`src/rtl/rvfpm_issue_ctrl.sv`:
```
`default_nettype none
// ============================================================================
// rvfpm_issue_ctrl : in-order FP issue queue with RAW interlock, kill-by-id
//                    and a fixed-latency execution pipe tracker.
// Revision: 1.0
// ============================================================================
module rvfpm_issue_ctrl #(
    parameter int X_ID_WIDTH      = 4,
    parameter int PIPELINE_STAGES = 4,
    parameter int QUEUE_DEPTH     = 4,
    parameter int NUM_F_REGS      = 32,
    localparam int RW             = $clog2(NUM_F_REGS)
) (
    input  logic                                  ck,
    input  logic                                  rst,
    input  logic                                  enable,
    input  logic                                  in_valid,
    output logic                                  fpu_ready,
    input  logic [X_ID_WIDTH-1:0]                 in_id,
    input  logic [RW-1:0]                         in_rd,
    input  logic [3*RW-1:0]                       in_rs,
    input  logic [2:0]                            in_rs_used,
    input  logic                                  in_we,
    input  logic                                  kill_valid,
    input  logic [X_ID_WIDTH-1:0]                 kill_id,
    output logic                                  issue_valid,
    output logic [X_ID_WIDTH-1:0]                 issue_id,
    output logic [PIPELINE_STAGES-1:0]            pipe_valid,
    output logic [PIPELINE_STAGES*X_ID_WIDTH-1:0] pipe_ids,
    output logic                                  retire_valid,
    output logic [X_ID_WIDTH-1:0]                 retire_id,
    output logic [RW-1:0]                         retire_rd,
    output logic                                  retire_we
);

    localparam int PW = $clog2(QUEUE_DEPTH);
    localparam int CW = $clog2(QUEUE_DEPTH + 1);
    localparam int LS = PIPELINE_STAGES - 1;
    localparam logic [PW-1:0] C_LAST_PTR = PW'(QUEUE_DEPTH - 1);
    localparam logic [CW-1:0] C_DEPTH    = CW'(QUEUE_DEPTH);

    // Instruction FIFO storage
    logic [X_ID_WIDTH-1:0] fid_q    [QUEUE_DEPTH];
    logic [RW-1:0]         frd_q    [QUEUE_DEPTH];
    logic [3*RW-1:0]       frs_q    [QUEUE_DEPTH];
    logic [2:0]            fused_q  [QUEUE_DEPTH];
    logic                  fwe_q    [QUEUE_DEPTH];
    logic                  fkill_q  [QUEUE_DEPTH];
    logic [PW-1:0]         wr_ptr_q;
    logic [PW-1:0]         rd_ptr_q;
    logic [CW-1:0]         count_q;

    // Execution pipe tracking
    logic [PIPELINE_STAGES-1:0] pv_q,  pv_d;
    logic [PIPELINE_STAGES-1:0] pwe_q, pwe_d;
    logic [X_ID_WIDTH-1:0]      pid_q [PIPELINE_STAGES];
    logic [X_ID_WIDTH-1:0]      pid_d [PIPELINE_STAGES];
    logic [RW-1:0]              prd_q [PIPELINE_STAGES];
    logic [RW-1:0]              prd_d [PIPELINE_STAGES];

    logic                  w_empty;
    logic                  w_push;
    logic                  w_pop;
    logic                  w_issue;
    logic                  w_discard;
    logic                  w_hazard;
    logic                  w_kill_head;
    logic                  w_kill_tail;
    logic [X_ID_WIDTH-1:0] w_head_id;
    logic [RW-1:0]         w_head_rd;
    logic [3*RW-1:0]       w_head_rs;
    logic [2:0]            w_head_used;
    logic                  w_head_we;
    logic                  w_head_killed;

    assign w_empty       = (count_q == '0);
    // Held low while in reset so nothing upstream sees a ready queue.
    assign fpu_ready     = rst & (count_q != C_DEPTH);
    assign w_push        = in_valid & fpu_ready;

    assign w_head_id     = fid_q[rd_ptr_q];
    assign w_head_rd     = frd_q[rd_ptr_q];
    assign w_head_rs     = frs_q[rd_ptr_q];
    assign w_head_used   = fused_q[rd_ptr_q];
    assign w_head_we     = fwe_q[rd_ptr_q];
    assign w_head_killed = fkill_q[rd_ptr_q];

    always_comb begin
        w_hazard = 1'b0;
        for (int s = 0; s < PIPELINE_STAGES; s++) begin
            for (int i = 0; i < 3; i++) begin
                if (w_head_used[i] && pv_q[s] && pwe_q[s] &&
                    (prd_q[s] == w_head_rs[i*RW +: RW])) begin
                    w_hazard = 1'b1;
                end
            end
        end
    end

    assign w_kill_head = kill_valid & (w_head_id == kill_id);
    assign w_issue     = enable & ~w_empty & ~w_head_killed & ~w_hazard & ~w_kill_head;
    assign w_discard   = enable & ~w_empty & w_head_killed;
    assign w_pop       = w_issue | w_discard;

    always_ff @(posedge ck or negedge rst) begin
        if (!rst) begin
            for (int e = 0; e < QUEUE_DEPTH; e++) begin
                fid_q[e]   <= '0;
                frd_q[e]   <= '0;
                frs_q[e]   <= '0;
                fused_q[e] <= '0;
                fwe_q[e]   <= 1'b0;
                fkill_q[e] <= 1'b0;
            end
            wr_ptr_q <= '0;
            rd_ptr_q <= '0;
            count_q  <= '0;
        end else begin
            for (int e = 0; e < QUEUE_DEPTH; e++) begin
                if (kill_valid && (fid_q[e] == kill_id)) begin
                    fkill_q[e] <= 1'b1;
                end
            end
            // A same-cycle push lands after the kill scan, so it stays live.
            if (w_push) begin
                fid_q[wr_ptr_q]   <= in_id;
                frd_q[wr_ptr_q]   <= in_rd;
                frs_q[wr_ptr_q]   <= in_rs;
                fused_q[wr_ptr_q] <= in_rs_used;
                fwe_q[wr_ptr_q]   <= in_we;
                fkill_q[wr_ptr_q] <= 1'b0;
                wr_ptr_q <= (wr_ptr_q == C_LAST_PTR) ? '0 : wr_ptr_q + PW'(1);
            end
            if (w_pop) begin
                rd_ptr_q <= (rd_ptr_q == C_LAST_PTR) ? '0 : rd_ptr_q + PW'(1);
            end
            if (w_push && !w_pop) begin
                count_q <= count_q + CW'(1);
            end else if (w_pop && !w_push) begin
                count_q <= count_q - CW'(1);
            end
        end
    end

    always_comb begin
        pv_d  = pv_q;
        pwe_d = pwe_q;
        pid_d = pid_q;
        prd_d = prd_q;
        if (enable) begin
            pv_d[0]  = w_issue;
            pwe_d[0] = w_issue & w_head_we;
            pid_d[0] = w_issue ? w_head_id : '0;
            prd_d[0] = w_issue ? w_head_rd : '0;
            for (int s = 1; s < PIPELINE_STAGES; s++) begin
                pv_d[s]  = pv_q[s-1];
                pwe_d[s] = pwe_q[s-1];
                pid_d[s] = pid_q[s-1];
                prd_d[s] = prd_q[s-1];
            end
        end
        // Kill applies to post-shift contents so an entry moving stages is caught too.
        if (kill_valid) begin
            for (int s = 0; s < PIPELINE_STAGES; s++) begin
                if (pid_d[s] == kill_id) begin
                    pv_d[s] = 1'b0;
                end
            end
        end
    end

    always_ff @(posedge ck or negedge rst) begin
        if (!rst) begin
            pv_q  <= '0;
            pwe_q <= '0;
            for (int s = 0; s < PIPELINE_STAGES; s++) begin
                pid_q[s] <= '0;
                prd_q[s] <= '0;
            end
        end else begin
            pv_q  <= pv_d;
            pwe_q <= pwe_d;
            pid_q <= pid_d;
            prd_q <= prd_d;
        end
    end

    generate
        for (genvar g = 0; g < PIPELINE_STAGES; g++) begin : g_pack_ids
            assign pipe_ids[g*X_ID_WIDTH +: X_ID_WIDTH] = pid_q[g];
        end
    endgenerate

    assign w_kill_tail  = kill_valid & (pid_q[LS] == kill_id);
    assign pipe_valid   = pv_q;
    assign issue_valid  = w_issue;
    assign issue_id     = w_issue ? w_head_id : '0;
    assign retire_valid = enable & pv_q[LS] & ~w_kill_tail;
    assign retire_id    = retire_valid ? pid_q[LS] : '0;
    assign retire_rd    = retire_valid ? prd_q[LS] : '0;
    assign retire_we    = retire_valid & pwe_q[LS];

endmodule
`default_nettype wire

```
`config.mk`:
```
export PLATFORM = sky130hd
export DESIGN_NAME = rvfpm_issue_ctrl
export DESIGN_NICKNAME = d
export VERILOG_FILES = /design/src/rtl/rvfpm_issue_ctrl.sv
export SDC_FILE = /design/constraint.sdc
export NUM_CORES = 1
export LEC_CHECK = 0
export BUFFER_PORTS_ARGS = -buffer_cell sky130_fd_sc_hd__buf_2
export CAP_MARGIN = 20
export CORE_MARGIN = 10
export CORE_UTILIZATION = 40
export DETAILED_ROUTE_END_ITERATION = 6
export GPL_TIMING_DRIVEN = 0
export SYNTH_ARGS = -nofsm -noshare
export SYNTH_HDL_FRONTEND = slang
export SYNTH_SLANG_ARGS = --single-unit
```
`constraint.sdc`:
```
create_clock -name ck -period 4.33 [get_ports ck]
set_input_delay 0.6495 -clock ck [delete_from_list [all_inputs] [get_ports ck]]
set_output_delay 0.6495 -clock ck [all_outputs]
set_load 0.05 [all_outputs]
```
==> flow_summary.yaml <==
layout:
  areaGrowthSynthToFinish_pct: 15.1
  drive_above_1_share_pct: 36.8
  final_net_count: 788
  antenna_cells: 0
  layout_common_cells: "dfrtp_1 (167), mux2_2 (127), buf_2 (72)"
  final_common_cell: "dfrtp_1"
grt:
  grt_pass1_wl_um: 35700
  grt_use_total_pct: 16.1
  grt-ovfl-total: 0
  grt_pass1_vias: 6291
  antenna_found_initial: 1
  grt_max_degree: 124
sta:
  worst_slack_ns: 0.224
  worst_hold_slack_ns: 0.103
  max_freq_mhz: 244
  finalHoldViolCount: 0
  slew_violations: 0
  worst-slew-pin-transition_ns: 0.781
  slew_headroom_pct: 47.9
  finalCriticalPeriod_ns: 4.11
  skew_ns: 0.00736
  rsz0062_at_grt: "false"
  finalSetupViolCount: 0
  fin_setup_tns_ns: 0
  fin_crit_sh_pct: 94.8
run:
  drv_cap: 0
yosys:
  ys.flop_type: "dfrtp_1"
  async_flop_share_pct: 100
  yosysTopAreaCell: "dfrtp_1"
  synth_top_area_share_pct: 47.5
  synth-edff-count: 0
  synth.area.top_cells: "dfrtp_1 (48%), mux2_2 (16%), mux4_2 (6.4%)"
  ys_seq_area_share_pct: 47.5
  ys_warn_count: 0
  synth.distinct_cells: 49
  synthesis.nets: 699
  synthesis.area_um2: 8790
  ys_ff_latch: 167
  avgSynthCellArea_um2: 13.4
  post_synth_inst_count: 655
clock_tree:
  cts_tree: "built"
  clock_sinks: 167
  clk_latency_ns: 0.43
  clk_pin_slew_ns: 0.06
  cts_hold_buf: 0
  clk_path_buf_depth: 2
  clockRootBuffer: "clkbuf_16"
  cts_setup_buffers: 0
  cts_resized: 0
  cts_buffers: 17
  cts_max_level: 4
floorplan:
  fp.dieH_um: 168
  design.core.area_um2: 21700
  io_pins: 74
  die_area_um2: 28300
  row_count: 54
  die_w_um: 168
  start_util_pct: 40.5
setup_path:
  cp_max_fo: 10
  arrival_ns: 3.46
  r2r_cells: 15
  crit_type: "flip-flop to output pin"
  start_kind: "flip-flop"
  crit_required_ns: 3.68
  endpoint_kind: "output pin"
power_and_ir_drop:
  p_leak_nw: 4.40
  seqPwrFrac_pct: 32.7
  p_clk_share_pct: 17.3
  swShare_pct: 40.4
  comb_power_share_pct: 50.0
  total_switching_power_mw: 3.57
  p_per_area_nw_per_um2: 873
  ir_drop_v: 0.000345
  total_power_mw: 8.84
  p_int_mw: 5.26
placement:
  port_buffers: 70
  dp_hpwl_um: 16400
  pre_cts_ws_ns: 0.0762
  place.gp.congestion: 0.854
route:
  via_per_inst: 5.48
  drt_iter0_markers: 292
  vias: 5668
  ant_nets: 0
  drc: 0
  wl_per_cell_um: 21.2
  wl_um: 22000
  drtPass1Iterations: 6
hold_path:
  hold_path.class: "input pin to async pin"
outcome:
  status: "complete, no violations"
## cell families after synthesis
group	Yosys count	share of synthesized area [%]
multiplexers	201	28.7
flip-flops	167	47.5
XOR/XNOR	105	10.5
AND/OR/NAND/NOR	86	5.35
buffers and inverters	46	2.55
AO/OA/AOI/OAI	43	4.33
adder cells (fa/ha/maj)	7	1.08
## metrics by stage
step | std cells | util, % | cell area (um^2)
finish | 1035 | 46.7 | 10100
floorplan | 655 | - | 8790
global placement | 1005 | 43.8 | 9490
CTS | 1035 | 46.6 | 10100
global route | 1035 | 46.7 | 10100
detailed placement | 1006 | 43.9 | 9530
## cell type report
| cell class | instances | area [um^2] |
|---|---|---|
| Fill cell | 1901 | 11600 |
| Tap cell | 280 | 350 |
| Timing Repair Buffer | 71 | 388 |
| Buffer | 37 | 193 |
| Sequential cell | 167 | 4180 |
| Multi-Input combinational cell | 442 | 4390 |
| Clock buffer | 21 | 460 |
| Inverter | 8 | 30.0 |
| Clock inverter | 9 | 126 |
## synth_stat cells, types with 5 or more instances
cell / n
o21ai_0: 5
xnor2_1: 61
nand2_1: 18
mux4_2: 25
mux2i_1: 25
a21oi_1: 6
mux2_1: 22
a22o_1: 6
a31oi_1: 9
mux2_2: 127
dfrtp_1: 167
clkbuf_1: 24
nor3_1: 16
nor2_1: 10
inv_1: 6
and2_1: 11
nand3_1: 10
ha_1: 6
xor2_1: 44
nand4_1: 9
## final timing paths
| check | start | end | slack, ns |
|---|---|---|---|
| max | rd_ptr_q[0] | issue_valid | 0.22 |
| min | rst | pipe_ids[12] | 0.10 |
| max reg2reg | rd_ptr_q[0] | count_q[1] | 0.34 |
| min reg2reg | frd_q[7] | frd_q[7] | 0.49 |
| max in group asynchronous | rst | frs_q[9] | 3.28 |
| min in group ck | in_rd[2] | frd_q[7] | 0.47 |
## state kept, by name (all words and copies together) (netlist names)
signal      cells
fid_q          16
fwe_q           4
fkill_q         4
fused_q        12
rd_ptr_q        2
pipe_ids       16
pwe_q           4
frd_q          20
wr_ptr_q        2
count_q         3
pipe_valid      4
prd_q          20
frs_q          60
## worst max-delay path, stage by stage (launching register included)
cell and delay [ns]:
dfrtp_1 0.43, buf_6 0.23, buf_12 0.19, mux4_2 0.60, xnor2_1 0.16, nand4_1 0.13
nor3_1 0.08, nor4_2 0.36, nand4_4 0.28, inv_2 0.25, buf_2 0.32
## power by group through the flow
stage	sequential, mW	clock (mW)	combinational (mW)
2_1_floorplan	2.97	0	3.18
3_3_place_gp	2.85	0	4.32
3_5_place_dp	2.92	0	4.42
4_1_cts	2.90	1.56	4.44
5_1_grt	3.00	1.64	4.76
6_report	2.89	1.53	4.42
## per-layer routing
metal	global-route usage (%)	share of wire, %
met1	20.0	43
met4	5.19	1.7
met5	0	0.055
met3	4.19	5.6
met2	26.5	49
Power figures use the tool's default switching activity.
